File: config.mk
export PLATFORM = sky130hd
export DESIGN_NAME = debounce_tick
export DESIGN_NICKNAME = d
export VERILOG_FILES = /design/src/rtl/debounce_tick.sv
export SDC_FILE = /design/constraint.sdc
export NUM_CORES = 1
export LEC_CHECK = 0
export ABC_AREA = 1
export BUFFER_PORTS_ARGS = -buffer_cell sky130_fd_sc_hd__buf_2
export CAP_MARGIN = 10
export CORE_MARGIN = 4
export CORE_UTILIZATION = 55
export DETAILED_ROUTE_END_ITERATION = 12
export GPL_ROUTABILITY_DRIVEN = 0
export PLACE_DENSITY = 0.77
export SLEW_MARGIN = 20
export SYNTH_ARGS = -nofsm -noshare
export SYNTH_HDL_FRONTEND = slang
export SYNTH_SLANG_ARGS = --single-unit
export TNS_END_PERCENT = 1
File: constraint.sdc
create_clock -name clock50 -period 4.2 [get_ports clock50]
set_clock_uncertainty 0.05 [all_clocks]
set_input_delay 0.21 -clock clock50 [delete_from_list [all_inputs] [get_ports clock50]]
set_output_delay 0.21 -clock clock50 [all_outputs]
set_load 0.05 [all_outputs]
File: src/rtl/debounce_tick.sv
// Per-channel push-button debouncer paced by a 500 Hz tick derived from clock500.
// Each channel qualifies a level change only after STABLE_TICKS consecutive ticks.
module debounce_tick #(
    parameter int N_BTN        = 4,
    parameter int STABLE_TICKS = 10
) (
    input  logic             clock50,
    input  logic             reset,
    input  logic             clock500,
    input  logic [N_BTN-1:0] key_n,
    output logic             tick,
    output logic [N_BTN-1:0] pressed,
    output logic [N_BTN-1:0] press_pulse,
    output logic [N_BTN-1:0] release_pulse
);

    typedef enum logic [1:0] {
        IDLE,
        PRESS_WAIT,
        PRESSED,
        RELEASE_WAIT
    } state_t;

    localparam logic [7:0] LAST = 8'(STABLE_TICKS - 1);

    logic             s1, s2, s3;
    logic [N_BTN-1:0] key_p0, key_p1;
    logic [N_BTN-1:0] lvl;
    state_t           state [N_BTN];
    logic [7:0]       cnt   [N_BTN];

    assign lvl = ~key_p1;

    // clock500 is sampled as data; tick marks its rising edge
    always_ff @(posedge clock50) begin
        if (reset) begin
            s1     <= 1'b0;
            s2     <= 1'b0;
            s3     <= 1'b0;
            tick   <= 1'b0;
            key_p0 <= '1;
            key_p1 <= '1;
        end else begin
            s1     <= clock500;
            s2     <= s1;
            s3     <= s2;
            tick   <= s2 & ~s3;
            key_p0 <= key_n;
            key_p1 <= key_p0;
        end
    end

    always_ff @(posedge clock50) begin
        if (reset) begin
            for (int i = 0; i < N_BTN; i++) begin
                state[i] <= IDLE;
                cnt[i]   <= '0;
            end
            pressed       <= '0;
            press_pulse   <= '0;
            release_pulse <= '0;
        end else begin
            press_pulse   <= '0;
            release_pulse <= '0;
            for (int i = 0; i < N_BTN; i++) begin
                case (state[i])
                    IDLE: begin
                        if (lvl[i]) begin
                            state[i] <= PRESS_WAIT;
                            cnt[i]   <= '0;
                        end
                    end
                    // a bounce wins over a coincident tick
                    PRESS_WAIT: begin
                        if (!lvl[i]) begin
                            state[i] <= IDLE;
                            cnt[i]   <= '0;
                        end else if (tick) begin
                            if (cnt[i] == LAST) begin
                                state[i]       <= PRESSED;
                                cnt[i]         <= '0;
                                pressed[i]     <= 1'b1;
                                press_pulse[i] <= 1'b1;
                            end else begin
                                cnt[i] <= cnt[i] + 8'd1;
                            end
                        end
                    end
                    PRESSED: begin
                        if (!lvl[i]) begin
                            state[i] <= RELEASE_WAIT;
                            cnt[i]   <= '0;
                        end
                    end
                    RELEASE_WAIT: begin
                        if (lvl[i]) begin
                            state[i] <= PRESSED;
                            cnt[i]   <= '0;
                        end else if (tick) begin
                            if (cnt[i] == LAST) begin
                                state[i]         <= IDLE;
                                cnt[i]           <= '0;
                                pressed[i]       <= 1'b0;
                                release_pulse[i] <= 1'b1;
                            end else begin
                                cnt[i] <= cnt[i] + 8'd1;
                            end
                        end
                    end
                    default: begin
                        state[i] <= IDLE;
                        cnt[i]   <= '0;
                    end
                endcase
            end
        end
    end

endmodule

==> summary.md, run 1 <==
| Metric | Value |
|---|---|
| Design Area, Final | between 0.003 and 0.004 mm2 |
| XOR/XNOR Fraction of Synth Area | under 10% |
| Max stage delay on crit path | between 0.6 and 0.7 ns |
| Post-synthesis sequential area ratio | between 50% and 60% |
| Number of remaining DRC errors | 0 |
| Max Cap Viol | 0 |
| Nets@finish | 403 |
| Final wirelength | 5595 um |
| Cell Pwr Density | around 400 mW/mm2 |
| Syn Std Cell Area | 0.003267 mm2 |
| Outcome | complete, no violations |
| Worst IR Drop VDD | roughly 0.24 mV |
| CP Data Required Time | between 4 and 5 ns |
| Met3 global-route usage | under 10% |
| Compound-Gate Fraction of Synth Area | approximately 4.8% |
| Commonest cells post-synth | nor2_1, nand2_1, inv_1 |
| DRC violation total after the first TritonRoute iteration | 84 |
| Startpoint Class | flip-flop |
| Worst-margin pin slew | 0.6067 ns |
| Gr busiest metal | met2 |
| Crit-path cells | inv_1 -> nor2_1 -> o21ai_4 -> nand4_1 |
| Most numerous cell in the Yosys netlist | nor2_1 |
| Grt ovf | 0 |
| Type of the worst min-delay path | in2reg |
| Clock buffer depth | 2 |
| CTS root buf | clkbuf_8 |
| Core area | 0.005642 mm2 |
| Largest net degree at the start of global routing | 28 |
| Final core utilization | 64.96% |
| Mux cell area share after synthesis | 0% |
| Via-to-Cell Ratio | ~5.1 |
| Register-to-register setup slack | about 2.1 ns |
| Main combinational cell family by area after synthesis | simple AND/OR/NAND/NOR gates |
| CP max FO | 14 |
| First-pass GRT wire length | 10070 um |
| Fin crit share | between 40 and 50% |
| Post-cts sizing count | 0 |
| FFs w/ async S/R, synth | 0% |
| Crit path launch | tick |
| Hpwl dp | slightly above 4000 um |
| Final worst slack | ~2.1 ns |
| P&R area growth vs syn | 12.18% |
| WP data arrival | slightly below 2 ns |
| Synth Area in Simple Gates | 30.18% |
| Post-synth EDFFs | 40 |
| Syn Nets | between 300 and 400 |
| Boundary pin count | 20 |
| Starting density of the core | a little under 60% |
| Die X-Extent | between 80 and 90 um |
| Via count | 2368 |
| Dpl cell area | between 0.003 and 0.004 mm2 |
| Met1 Track Usage GR | about a fifth |
| Vias in the first global route | between 2000 and 2500 |
| DIE AREA | ~0.0072 mm2 |
| Ranking of synthesized cells by area | edfxtp_1, dfxtp_1, nor2_1 |
| Yosys warns | 0 |
| Total Neg Setup Slack | 0 ns |
| Dpl ws | roughly 2.0 ns |
| WHS | between 0.03 and 0.04 ns |
| Worst-path clk slew | ~0.070 ns |
| P_leak | ~1.6 nW |
| Adder-cell share of the synthesized area | just over 3% |
| Total Power | between 1 and 1.5 mW |
| Highest Clock Rate | around 490 MHz |
| GR Util All Layers | ~17% |
| Pins Over Slew Limit | 0 |
| Worst R2R Start | tick |
| Met2 Use GR | between 20% and 30% |
| Syn avg cell area | between 9 and 10 um2 |
| CP bufs+invs | 1 |
| Crit Path Class | reg2reg |
| Antenna viol nets, final | 0 |
| Die Span Y | 85.07 um |
| Yosys reg bits | 64 |
| CP endpoint kind | flip-flop |
| Worst path slowest cell | dfxtp_1 |
| Max transition margin | around 60% |
| Clock latency on the worst-skew pair | ~0.33 ns |
| Synth cell types | 31 |
| Period minus WS final | 2.058 ns |
| Row count | 27 |
| Clock sinks | 64 |
| RSZ-0062 raised after global routing | false |
| PortBufs | 19 |
| Ant. Diodes | 0 |
| Post-CTS Repair Setup Buffers | 0 |
| CTS tree | yes |
| Synth area leader | edfxtp_1 |
| Worst Hold Launch | key_n[2] |
| Fin. Hold Viols | 0 |
| Mapped Cells | 360 |
| Share of the synthesized area in the top cell type | between 30% and 40% |
| Count of final setup violators | 0 |
| TritonRoute pass-1 iters | 4 |
| CP delay by family, top | flip-flops |
| Initial antenna violation count | 0 |
| Wirelength per Cell | between 10 and 15 um |
| Placed cells | between 400 and 500 |
| CTS buffer count | 9 |
| Non-Filler Instances | around 470 |
| H-tree Lvls | 3 |
| Post-synth top flop | edfxtp_1 |
| Share of layout cells above drive strength 1 | roughly 18% |
==> logic make-up after synthesis <==
kind of cell / after synthesis
AO/OA/AOI/OAI: 21
XOR/XNOR: 15
adder cells (fa/ha/maj): 8
buffers and inverters: 51
flip-flops: 64
AND/OR/NAND/NOR: 201
==> timing repair <==
| action | 4_1_cts | 5_1_grt |
|---|---|---|
| endpoints found under the hold margin | 3 | 0 |
| hold buffers | 3 | 0 |
| setup endpoints to repair | 0 | 0 |
==> path summary, 6_finish.rpt <==
| path | to | depth (start not counted) |
|---|---|---|
| worst max-delay path | cnt[2][7] | 4 |
| worst max register to register | cnt[2][7] | 4 |
| worst min register to register | tick | 1 |
| worst min-delay path | key_p0[2] | 2 |
==> worst reg2reg max path, delay by kind of cell, from the launching register on <==
family / cells / cell delay [ns]
simple gates: 2 / 0.62
buf+inv: 1 / 0.25
compound gates: 1 / 0.14
flops: 1 / 0.65
==> layer usage <==
metal  share of wire, %  vias to the layer above
met4                3.0                        0
met5                  0                        -
met1                 46                     1073
met3                4.4                       14
li1                   -                     1241
met2                 47                       40
==> final cells by class <==
type,count,area [um2]
fill,449,1977
sequential,64,1682
multi-input combinational,245,1375
clock buffer,14,205.2
inverter,46,172.7
timing repair buffer,22,125.1
tap,72,90.09
clock inverter,2,15.01
==> sequential cells by signal, indices dropped and copies added, names as in the netlist <==
name / flops
cnt: 32
state: 8
key_p0: 4
key_p1: 4
press_pulse: 4
pressed: 4
release_pulse: 4
s1: 1
s2: 1
s3: 1
tick: 1
==> report_power, final <==
| part | internal (mW) | total [mW] | leakage (nW) | switching, mW |
|---|---|---|---|---|
| clock | 0.321 | 0.561 | 0.113 | 0.240 |
| sequential | 0.722 | 0.766 | 0.622 | 0.0440 |
| combinational | 0.0477 | 0.139 | 0.829 | 0.0912 |
| total | 1.09 | 1.47 | 1.57 | 0.376 |
==> cell usage in the layout (no fill, tap or decap), types with 9 or more instances in the layout <==
master    synthesis  layout
nand3_1          29      29
or2_2             9       9
xor2_1           14      14
nor2_1           69      69
buf_2             3      19
dfxtp_1          24      24
nor3_1           11      11
edfxtp_1         40      40
nand4_1           9       9
inv_1            42      42
clkbuf_8          0      11
nand2_1          52      52
Power figures use the tool's default switching activity.
==> inputs of run 2 (changes only) <==
--- a/config.mk
+++ b/config.mk
@@ -5,7 +5,7 @@
 export SDC_FILE = /design/constraint.sdc
 export NUM_CORES = 1
 export LEC_CHECK = 0
-export ABC_AREA = 1
+export ABC_AREA = 0
 export BUFFER_PORTS_ARGS = -buffer_cell sky130_fd_sc_hd__buf_2
 export CAP_MARGIN = 10
 export CORE_MARGIN = 4
==> constraint.sdc (replaced) <==
create_clock -name clock50 -period 1.9 [get_ports clock50]
set_clock_uncertainty 0.05 [all_clocks]
set_input_delay 0.095 -clock clock50 [delete_from_list [all_inputs] [get_ports clock50]]
set_output_delay 0.095 -clock clock50 [all_outputs]
set_load 0.05 [all_outputs]
==> summary.md, run 2 <==
| Metric | Value |
|---|---|
| Outcome | finished with violations |
| Failing checks | negative setup slack |
| Vias in the first global route | between 2000 and 2500 |
| Antenna viol nets, final | 0 |
| Boundary pin count | 20 |
| Largest net degree at the start of global routing | 26 |
| Worst R2R Start | cnt[2][1] |
| GR Util All Layers | between 15 and 20% |
| CTS buffer count | 9 |
| Max transition margin | between 70 and 80% |
| WP data arrival | ~2 ns |
| Register-to-register setup slack | -0.12 ns |
| CP bufs+invs | 1 |
| P_leak | 1.387 nW |
| Largest register by flop count | cnt |
| WHS | 0.1203 ns |
| RSZ-0062 raised after global routing | true |
| Post-synthesis sequential area ratio | 53.25% |
| Clock latency on the worst-skew pair | about 0.33 ns |
| DIE AREA | 0.007018 mm2 |
| Commonest cells post-synth | edfxtp_1, nor3_1, dfxtp_1 |
| Fin crit share | 106.3% |
| Clock buffer depth | 2 |
| Crit Path Class | reg2reg |
| Highest Clock Rate | just under 500 MHz |
| Starting density of the core | a little under three fifths |
| Die X-Extent | ~84 um |
| P&R area growth vs syn | 21.51% |
| Startpoint Class | flip-flop |
| Post-synth top flop | edfxtp_1 |
| Via count | 2458 |
| Initial antenna violation count | 0 |
| Wirelength per Cell | 14.67 um |
| Final core utilization | 69.26% |
| Reg2Reg Depth | 5 |
| Most common cell after layout, fill and taps aside | edfxtp_1 |
| Mapped Cells | ~300 |
| DRC violation total after the first TritonRoute iteration | between 150 and 200 |
| Via-to-Cell Ratio | approximately 5.8 |
| Syn Std Cell Area | between 0.003 and 0.004 mm2 |
| Fin. Hold Viols | 0 |
| Max FFs per register | 32 |
| Reg-to-reg endpoint | state[2][1] |
| CP Data Required Time | 1.88 ns |
| Most frequent cells in the layout | edfxtp_1, buf_4, nor3_1, dfxtp_1, buf_2 |
| Period minus WS final | slightly above 2 ns |
| Worst IR Drop VDD | about 0.93 mV |
| Ant. Diodes | 0 |
| CP endpoint kind | flip-flop |
| Yosys warns | 0 |
| Top flop regs | cnt x32, state x8 |
| Type of the worst min-delay path | in2reg |
| Total Power | 4.826 mW |
| Dpl ws | -0.09435 ns |
| Hpwl dp | roughly 4300 um |
| Worst-path clk slew | 0.07 ns |
| Worst path slowest cell | or4b_4 |
| Grt ovf | 0 |
| Synth cell types | between 40 and 50 |
| Worst Hold Launch | reset |
| Most numerous cell in the Yosys netlist | edfxtp_1 |
| Row count | 27 |
| Worst Hold Depth | 2 |
| Pins Over Slew Limit | 0 |
| Cell Pwr Density | around 1300 mW/mm2 |
| Max stage delay on crit path | roughly 0.48 ns |
| CP max FO | 4 |
| Syn avg cell area | approximately 11 um2 |
| Fillers | between 400 and 500 |
| Nets@finish | around 370 |
| Hold Path End | press_pulse[0] |
| TritonRoute pass-1 iters | 4 |
| Final wirelength | 6266 um |
| Share of the synthesized area in the top cell type | between 30% and 40% |
| Final worst slack | -0.1206 ns |
| Die Span Y | around 84 um |
| CP delay by family, top | simple AND/OR/NAND/NOR gates |
| Clock sinks | 64 |
| CTS tree | yes |
| Core area | roughly 0.0055 mm2 |
| Post-synth EDFFs | 40 |
| Count of final setup violators | 6 |
| H-tree Lvls | 3 |
| Synth area leader | edfxtp_1 |
| First-pass GRT wire length | ~11000 um |
| Worst-margin pin slew | roughly 0.39 ns |
| Crit-path cells | inv_1 -> ha_1 -> or4b_4 -> or3_4 -> a31oi_4 |
| Number of remaining DRC errors | 0 |
| Max Cap Viol | 0 |
| Syn Nets | approximately 310 |
| Share of layout cells above drive strength 1 | a little under a quarter |
| FFs w/ async S/R, synth | 0% |
| CTS root buf | clkbuf_8 |
| Yosys reg bits | 64 |
| Total Neg Setup Slack | -0.3775 ns |
| PortBufs | 19 |
| Ranking of synthesized cells by area | edfxtp_1, dfxtp_1, nor3_1 |
==> run 2: cell types whose count changed in the layout (fill, tap and decap cells not counted), sizes merged, moves of 6 or more <==
cell	delta
a211oi	+11
buf	+31
inv	-36
nand2	-41
nand3	-11
nor2	-71
nor3	+10
nor4b	+6
o21ai	+7
or3	+14
==> run 2: worst max-delay path by stage <==
stage                         start           to  slack, ns  cells past startpoint
final                     cnt[2][1]  state[2][1]      -0.12                      5
after global placement    cnt[2][1]  state[2][1]      -0.05                      5
after detailed placement  cnt[2][1]  state[2][0]      -0.09                      5
after global routing      cnt[2][1]  state[2][1]      -0.19                      5
after CTS                 cnt[2][1]  state[2][1]      -0.11                      5
after floorplan           cnt[2][1]  state[2][0]       -0.1                      5
==> run 2: what timing repair did <==
action | CTS | global route
setup buffers | 1 | 1
gates cloned | 0 | 0
pin swaps | 1 | 0
setup endpoints to repair | 5 | 16
endpoints found under the hold margin | 5 | 0
resized for setup | 2 | 4
hold buffers | 5 | 0
==> run 2: report_power, final <==
group / internal (mW) / leakage (nW) / switching [mW] / total, mW
combinational: 0.620 / 0.637 / 0.750 / 1.37
clock: 0.662 / 0.113 / 0.511 / 1.17
sequential: 1.92 / 0.638 / 0.365 / 2.28
==> run 2: layout make-up <==
cell class | instances | area, um2 | area share [%]
clock buffer | 12 | 187.7 | 4.891
clock inverter | 4 | 21.27 | 0.5543
inverter | 11 | 41.29 | 1.076
multi-input combinational | 209 | 1438 | 37.46
sequential | 64 | 1682 | 43.82
tap | 72 | 90.09 | 2.348
timing repair buffer | 55 | 377.9 | 9.847
==> run 2: cells by family after synthesis <==
group / synth area share [%]
buffers and inverters: 2.853
adder cells (fa/ha/maj): 3.170
flip-flops: 53.25
XOR/XNOR: 5.547
AND/OR/NAND/NOR: 24.01
AO/OA/AOI/OAI: 11.17
==> run 2: through the flow <==
stage | cells | cell area, um2
2_1_floorplan | 297 | 3179
4_1_cts | 426 | 3814
6_report | 427 | 3837
3_5_place_dp | 404 | 3533
5_1_grt | 427 | 3837
3_3_place_gp | 404 | 3533
==> run 2: layer usage <==
layer | track usage (%) | routed length [um]
met5 | 0 | 0
met4 | 8.333 | 89
met3 | 3.554 | 174
met2 | 33.19 | 3149
met1 | 23.27 | 2852
